===== src/rtl/rv32i_controller.sv =====
// ============================================================================
// Module   : rv32i_controller
// Purpose  : Main decode/control unit of the single-cycle RV32I core. Decodes
//            the instruction word and the ALU comparison flags into datapath
//            controls. Decode is purely combinational; only the sticky
//            illegal-instruction status bit (and the optional branch counter)
//            are clocked.
// Ports    : i_clk, i_rst_n           clock, asynchronous active-low reset
//            i_inst[31:0]             current instruction
//            i_zero/i_neg/i_negU      ALU compare flags (eq, signed lt, unsigned lt)
//            o_memReq/o_memWrite      data-memory request / store
//            o_memSize[1:0]           00 byte, 01 half, 10 word
//            o_regWrite               write rd
//            o_PCSrc[1:0]             00 PC+4, 01 PC+imm, 10 rs1+imm
//            o_ALUSrc                 ALU B operand: 0 rs2, 1 immediate
//            o_immSrc[2:0]            000 I, 001 S, 010 B, 011 U, 100 J
//            o_immPlusSrc             imm-adder base: 0 PC, 1 rs1
//            o_isLoadSigned           sign-extend load data
//            o_resultSrc[1:0]         00 ALU, 01 load, 10 PC+4, 11 imm-adder
//            o_ALUCtrl[3:0]           ALU operation
//            o_illegal                sticky undecodable-instruction flag
//            o_takenCount[31:0]       taken-branch counter (CTRL_BRANCH_STATS_EN)
// Options  : `define CTRL_BRANCH_STATS_EN adds the o_takenCount port/counter.
// Revision : 1.0  initial release
// ============================================================================
`default_nettype none

module rv32i_controller (
  input  logic        i_clk,
  input  logic        i_rst_n,
  input  logic [31:0] i_inst,
  input  logic        i_zero,
  input  logic        i_neg,
  input  logic        i_negU,
  output logic        o_memReq,
  output logic        o_memWrite,
  output logic [1:0]  o_memSize,
  output logic        o_regWrite,
  output logic [1:0]  o_PCSrc,
  output logic        o_ALUSrc,
  output logic [2:0]  o_immSrc,
  output logic        o_immPlusSrc,
  output logic        o_isLoadSigned,
  output logic [1:0]  o_resultSrc,
  output logic [3:0]  o_ALUCtrl,
  output logic        o_illegal
`ifdef CTRL_BRANCH_STATS_EN
  ,
  output logic [31:0] o_takenCount
`endif
);

  // Major opcodes
  localparam logic [6:0] c_OP_OP     = 7'b0110011;
  localparam logic [6:0] c_OP_OPIMM  = 7'b0010011;
  localparam logic [6:0] c_OP_LOAD   = 7'b0000011;
  localparam logic [6:0] c_OP_STORE  = 7'b0100011;
  localparam logic [6:0] c_OP_BRANCH = 7'b1100011;
  localparam logic [6:0] c_OP_JAL    = 7'b1101111;
  localparam logic [6:0] c_OP_JALR   = 7'b1100111;
  localparam logic [6:0] c_OP_LUI    = 7'b0110111;
  localparam logic [6:0] c_OP_AUIPC  = 7'b0010111;

  localparam logic [3:0] c_ALU_ADD   = 4'b0000;
  localparam logic [3:0] c_ALU_SUB   = 4'b1000;
  localparam logic [3:0] c_ALU_PASSB = 4'b1111;

  localparam logic [2:0] c_IMM_I = 3'b000;
  localparam logic [2:0] c_IMM_S = 3'b001;
  localparam logic [2:0] c_IMM_B = 3'b010;
  localparam logic [2:0] c_IMM_U = 3'b011;
  localparam logic [2:0] c_IMM_J = 3'b100;

  logic [6:0] w_opcode;
  logic [2:0] w_funct3;
  logic       w_funct7b5;
  logic       w_unused;

  assign w_opcode   = i_inst[6:0];
  assign w_funct3   = i_inst[14:12];
  assign w_funct7b5 = i_inst[30];
  // Register indices and immediate bits are consumed by the datapath only.
  assign w_unused   = ^{i_inst[31], i_inst[29:15], i_inst[11:7]};

  logic       w_mem_req;
  logic       w_mem_write;
  logic [1:0] w_mem_size;
  logic       w_reg_write;
  logic [1:0] w_pc_src;
  logic       w_alu_src;
  logic [2:0] w_imm_src;
  logic       w_imm_plus_src;
  logic       w_load_signed;
  logic [1:0] w_result_src;
  logic [3:0] w_alu_ctrl;
  logic       w_illegal;
  logic       w_taken;
  logic       w_branch_taken;

  always_comb begin
    w_mem_req      = 1'b0;
    w_mem_write    = 1'b0;
    w_mem_size     = 2'b10;
    w_reg_write    = 1'b0;
    w_pc_src       = 2'b00;
    w_alu_src      = 1'b0;
    w_imm_src      = c_IMM_I;
    w_imm_plus_src = 1'b0;
    w_load_signed  = 1'b0;
    w_result_src   = 2'b00;
    w_alu_ctrl     = c_ALU_ADD;
    w_illegal      = 1'b0;
    w_taken        = 1'b0;
    w_branch_taken = 1'b0;

    case (w_opcode)
      c_OP_OP: begin
        w_reg_write = 1'b1;
        w_alu_ctrl  = {w_funct7b5, w_funct3};
      end
      c_OP_OPIMM: begin
        w_reg_write = 1'b1;
        w_alu_src   = 1'b1;
        // bit 30 is immediate data except for SRAI, so ADDI never becomes SUB
        w_alu_ctrl  = {w_funct7b5 & (w_funct3 == 3'b101), w_funct3};
      end
      c_OP_LOAD: begin
        if (w_funct3 == 3'b011 || w_funct3 == 3'b110 || w_funct3 == 3'b111) begin
          w_illegal = 1'b1;
        end else begin
          w_mem_req     = 1'b1;
          w_reg_write   = 1'b1;
          w_alu_src     = 1'b1;
          w_result_src  = 2'b01;
          w_mem_size    = w_funct3[1:0];
          w_load_signed = ~w_funct3[2];
        end
      end
      c_OP_STORE: begin
        if (w_funct3 >= 3'b011) begin
          w_illegal = 1'b1;
        end else begin
          w_mem_req   = 1'b1;
          w_mem_write = 1'b1;
          w_alu_src   = 1'b1;
          w_imm_src   = c_IMM_S;
          w_mem_size  = w_funct3[1:0];
        end
      end
      c_OP_BRANCH: begin
        case (w_funct3)
          3'b000:  w_taken = i_zero;
          3'b001:  w_taken = ~i_zero;
          3'b100:  w_taken = i_neg;
          3'b101:  w_taken = ~i_neg;
          3'b110:  w_taken = i_negU;
          3'b111:  w_taken = ~i_negU;
          default: w_illegal = 1'b1;
        endcase
        if (!w_illegal) begin
          w_alu_ctrl     = c_ALU_SUB;
          w_imm_src      = c_IMM_B;
          w_branch_taken = w_taken;
          w_pc_src       = w_taken ? 2'b01 : 2'b00;
        end
      end
      c_OP_JAL: begin
        w_reg_write  = 1'b1;
        w_imm_src    = c_IMM_J;
        w_pc_src     = 2'b01;
        w_result_src = 2'b10;
      end
      c_OP_JALR: begin
        w_reg_write    = 1'b1;
        w_imm_plus_src = 1'b1;
        w_pc_src       = 2'b10;
        w_result_src   = 2'b10;
      end
      c_OP_LUI: begin
        w_reg_write = 1'b1;
        w_alu_src   = 1'b1;
        w_imm_src   = c_IMM_U;
        w_alu_ctrl  = c_ALU_PASSB;
      end
      c_OP_AUIPC: begin
        w_reg_write  = 1'b1;
        w_imm_src    = c_IMM_U;
        w_result_src = 2'b11;
      end
      default: w_illegal = 1'b1;
    endcase
  end

  // State-changing enables are held off while reset is asserted.
  assign o_memReq       = w_mem_req   & i_rst_n;
  assign o_memWrite     = w_mem_write & i_rst_n;
  assign o_regWrite     = w_reg_write & i_rst_n;
  assign o_memSize      = w_mem_size;
  assign o_PCSrc        = w_pc_src;
  assign o_ALUSrc       = w_alu_src;
  assign o_immSrc       = w_imm_src;
  assign o_immPlusSrc   = w_imm_plus_src;
  assign o_isLoadSigned = w_load_signed;
  assign o_resultSrc    = w_result_src;
  assign o_ALUCtrl      = w_alu_ctrl;

  logic r_illegal;

  always_ff @(posedge i_clk or negedge i_rst_n) begin
    if (!i_rst_n) begin
      r_illegal <= 1'b0;
    end else if (w_illegal) begin
      r_illegal <= 1'b1;
    end
  end

  assign o_illegal = r_illegal;

`ifdef CTRL_BRANCH_STATS_EN
  logic [31:0] r_taken_count;

  always_ff @(posedge i_clk or negedge i_rst_n) begin
    if (!i_rst_n) begin
      r_taken_count <= 32'd0;
    end else if (w_branch_taken) begin
      r_taken_count <= r_taken_count + 32'd1;
    end
  end

  assign o_takenCount = r_taken_count;
`endif

endmodule

`default_nettype wire


===== config.mk =====
export PLATFORM = sky130hd
export DESIGN_NAME = rv32i_controller
export DESIGN_NICKNAME = d
export VERILOG_FILES = /design/src/rtl/rv32i_controller.sv
export SDC_FILE = /design/constraint.sdc
export NUM_CORES = 1
export LEC_CHECK = 0
export ABC_AREA = 1
export CAP_MARGIN = 20
export CELL_PAD_IN_SITES_DETAIL_PLACEMENT = 0
export CELL_PAD_IN_SITES_GLOBAL_PLACEMENT = 1
export CORE_ASPECT_RATIO = 0.8
export CORE_UTILIZATION = 16
export DETAILED_ROUTE_END_ITERATION = 7
export HOLD_SLACK_MARGIN = 0.1
export PLACE_DENSITY_LB_ADDON = 0.1
export SLEW_MARGIN = 25
export SYNTH_ARGS = -nofsm -noshare
export SYNTH_HDL_FRONTEND = slang
export SYNTH_SLANG_ARGS = --single-unit

===== constraint.sdc =====
create_clock -name i_clk -period 1 [get_ports i_clk]
set_input_delay 0.1 -clock i_clk [delete_from_list [all_inputs] [get_ports i_clk]]
set_output_delay 0.1 -clock i_clk [all_outputs]
set_load 0.03 [all_outputs]

Yosys cells after proc, flatten, opt, wreduce, memory -nomap -nowiden
Index checks and enable logic that the tools add are counted.
W data, S select, Z words.
- output and inout port bits: 20
- logic and storage cells: 62
- bits in registers: 1
- mux-type cells: 29
- bitwise logic cells: 8
- equality and inequality tests: 15
- reductions and logical operators: 8
- magnitude comparators: 1
- operator list (cell ; number):
    $eq A7 B6 Y1 const B ; 3
    $eq A7 B7 Y1 const B ; 3
    $pmux W4 S4 ; 1
    $mux W1 ; 15
    $eq A7 B5 Y1 const B ; 2
    $eq A3 B3 Y1 const B ; 4
    $pmux W2 S3 ; 2
    $pmux W3 S4 ; 1
    $reduce_or A6 Y1 ; 2
    $eq A7 B2 Y1 const B ; 1
    $mux W2 ; 3
    $pmux W1 S6 ; 1
    $reduce_or A2 Y1 ; 3
    $and A1 B1 Y1 ; 4
    $mux W4 ; 1
    $not A1 Y1 ; 4
    $pmux W1 S2 ; 2
    $pmux W1 S4 ; 1
    $pmux W2 S2 ; 1
    $eq A3 B1 Y1 const B ; 1
    $eq A3 B2 Y1 const B ; 1
    $ge A3 B2 Y1 const B ; 1
    $logic_not A3 Y1 ; 1
    $pmux W1 S3 ; 1
    $logic_or A1 B1 Y1 ; 2

Depth between registers and ports, before layout
- word-level depth: 6
- gate-level depth with buffers: 9

Worst setup path before layout
No wires, ideal clock.
- path type: input to output
- start point: input i_inst[5]
- end point: output o_PCSrc[1]
- path buffers: 1
- cell stages on the path: 5
- slack: -0.716 ns
- data arrival time: 1.616 ns
- path through: inv_1 nor2_1 nand2_1 nor4_1 buf_4
- word-level cells in the longest chain between the ends: 2
- elaborated cells on any way between the ends: 4
- RTL lines (item ; RTL line ; source):
    start: declaration ; 31 ; input logic [31:0] i_inst,
    $eq A7 B7 Y1 ; 116 ; case (w_opcode)
    $pmux W2 S3 (*) ; 116 ;
    end: declaration ; 39 ; output logic [1:0] o_PCSrc,
Mark *: on every way between the ends. The rest lies on a longest branch, timed or not.

Final worst setup path
- start point: input i_inst[2]
- end point: output o_memSize[0]
- word-level cells in the longest chain between the ends: 2
- elaborated cells on any way between the ends: 3
- RTL lines (item ; RTL line ; source):
    $eq A7 B6 Y1 / $eq A7 B2 Y1 (equally long branches) ; 116 ;
    $pmux W2 S2 (*) ; 116 ;
    end: declaration ; 37 ; output logic [1:0] o_memSize,
Marks and branches as above.

==> summary.txt <==
Status
  – Status: finished with violations
  – Violated checks: negative setup slack

Logic synthesis
  – Synth Warn #: 0
  – Count of different cell masters after synthesis: 22
  – Post-synthesis register bit count: 1
  – Avg Inst Size Synth: 5.11 um2
  – Post-synth net total: 140
  – Syn Std Cell Area: 527 um2
  – Post-synthesis cell count: 103
  – Sequential area share after synthesis: 0.0475

Floorplanning
  – Area of the core: 3110 um2
  – Initial Utilization: 0.169
  – Die span in y: 53.3 um
  – Die area: 3530 um2
  – IO Pins: 57
  – Row count: 18
  – Die Wd: 66.2 um

Critical path
  – Worst Path Class, Setup: input pin to output port
  – WP data arrival: 1.09 ns
  – Setup crit start kind: input pin
  – Crit-path max FO: 4
  – Reg-to-Reg End: o_illegal$_DFFE_PN0P_
  – Worst flop-to-flop path startpoint: o_illegal$_DFFE_PN0P_
  – Worst-case reg-to-reg path depth: 4
  – CP required: 0.90 ns
  – Internal reg-to-reg setup slack: 0.30 ns
  – Worst Setup End Kind: output port

Placement
  – IO Port Bufs: 35
  – Pre-CTS WS: -0.907 ns
  – Global placer's final weighted congestion: 0.764
  – Post-DP HPWL: 1830 um

Route
  – Final wirelength: 2470 um
  – 1st-iter DRT viols: 7
  – Drt first pass iters: 4
  – Final ANT Viol Nets: 0
  – Via density: 4.27
  – Vias: 939
  – WL/cell: 11.2 um
  – DRC viols: 0

Timing
  – Fin crit share: 1.19
  – Final setup vio count: 19
  – Worst Tran Pin Value: 0.224 ns
  – Slew HR: 0.850
  – Unrepaired setup endpoints after global routing: yes
  – Clock skew: 0 ns
  – Hold Vio Cnt, Final: 0
  – Slew Viols, Final: 0
  – PnR worst setup slack: -0.186 ns
  – Max Fclk: 0.843 GHz
  – Final min period: 1.19 ns

Pwr
  – Leak Pwr: 0.000847 uW
  – Power density cells: 302 nW/um2
  – Max VDD drop: 157 uV

Global routing
  – Antenna violations before repair: 0
  – Largest net degree at the start of global routing: 7
  – First-pass GRT wire length: 3950 um
  – Total global routing overflow: 0
  – Vias in the first global route: 911
  – Gr usage total: 0.143

Clock network
  – Worst skew pair latency: 0 ns
  – CTS clk-pin slew, worst paths: 0 ns

Layout
  – Final Util: 0.528
  – Most common cell after layout, fill and taps aside: buf_6
  – Layout cells sized above 1: 0.767
  – Layout area overhead: 211%
  – Antenna fix cells: 0
  – Max reg flops: 1
  – Most frequent cells in the layout: 41 x buf_6, 26 x buf_4, 16 x nand2_2
  – Final nets: 219

Hold path
  – Worst hold start: o_illegal$_DFFE_PN0P_
  – HP Class: flop to flop
  – Hold Path Stages: 4
  – Worst Hold Path EP: o_illegal$_DFFE_PN0P_

Job
  – Max-Cap Viols: 0
metal layers:
metal / global-route usage / vias to the layer above / wire (um)
li1: - / 495 / -
met1: 0.185 / 427 / 1080
met2: 0.272 / 17 / 1310
met3: 0.00862 / 0 / 82
met4: 0 / 0 / 0
met5: 0 / - / 0
cells by family after synthesis:
group / count (synthesis) / share of synthesized area
AND/OR/NAND/NOR: 76 / 0.696
flip-flops: 1 / 0.0475
buffers and inverters: 15 / 0.135
AO/OA/AOI/OAI: 11 / 0.121
layout make-up:
type / count / area [um2]
multi-input combinational: 87 / 702
sequential: 1 / 25.0
fill: 305 / 1470
timing repair buffer: 79 / 791
tap: 40 / 50.0
inverter: 13 / 72.6
worst max path at each step:
| stage | from | end | slack (ns) | depth (start not counted) |
|---|---|---|---|---|
| floorplan | i_inst[5] | o_PCSrc[1] | -0.09 | 5 |
| global placement | i_inst[2] | o_memSize[1] | -0.89 | 8 |
| detailed placement | i_inst[2] | o_memSize[1] | -0.91 | 8 |
| CTS | i_inst[2] | o_ALUSrc | -0.28 | 11 |
| global route | i_inst[2] | o_ALUSrc | -0.24 | 10 |
| finish | i_inst[2] | o_memSize[0] | -0.19 | 9 |
cells in the mapped netlist, drive strengths merged:
library cell / n / area (um2)
inv: 13 / 48.8
nor3: 3 / 25.0
nor2: 17 / 86.3
nand2: 39 / 154
nor4: 1 / 6.26
nand3: 11 / 55.1
o22ai: 1 / 6.26
buf: 2 / 22.5
o21ai: 8 / 47.6
nand3b: 4 / 33.8
nand4: 1 / 6.26
dfrtp: 1 / 25.0
a21oi: 2 / 10.0
timing repair:
item                       in CTS  in global routing
hold buffers                    0                  1
hold endpoints to repair        0                  1
setup endpoints to repair      20                 20
setup buffers                  10                  1
gates resized for setup       136                 30
pin swaps                      29                 11
worst max-delay path: stages:
cell and delay, ns:
buf_12 0.12, inv_16 0.05, nand2_4 0.04, nor2_4 0.17, buf_4 0.14, nand2_2 0.05, buf_4 0.14, a21oi_4 0.14
buf_6 0.14
power by group:
| group | switching, uW | internal (uW) | leakage (uW) |
|---|---|---|---|
| Sequential | 0 | 41.2 | 0.00000875 |
| Clock | 0 | 0 | 0 |
| Combinational | 221 | 234 | 0.000838 |
| Total | 221 | 275 | 0.000847 |
metrics by stage:
stage | hold WS, ns | power, uW | instances | area [um2] | TNS, ns
after floorplan | -0.196 | 168 | 103 | 631 | -0.194
after global placement | 0.378 | 360 | 209 | 1210 | -13.45
after global routing | 0.597 | 525 | 220 | 1640 | -3.58
after detailed placement | 0.374 | 359 | 209 | 1210 | -13.34
after CTS | 0.403 | 461 | 219 | 1560 | -3.85
final | 0.535 | 496 | 220 | 1640 | -2.50
Note: power is estimated with default switching activity, not from simulation.
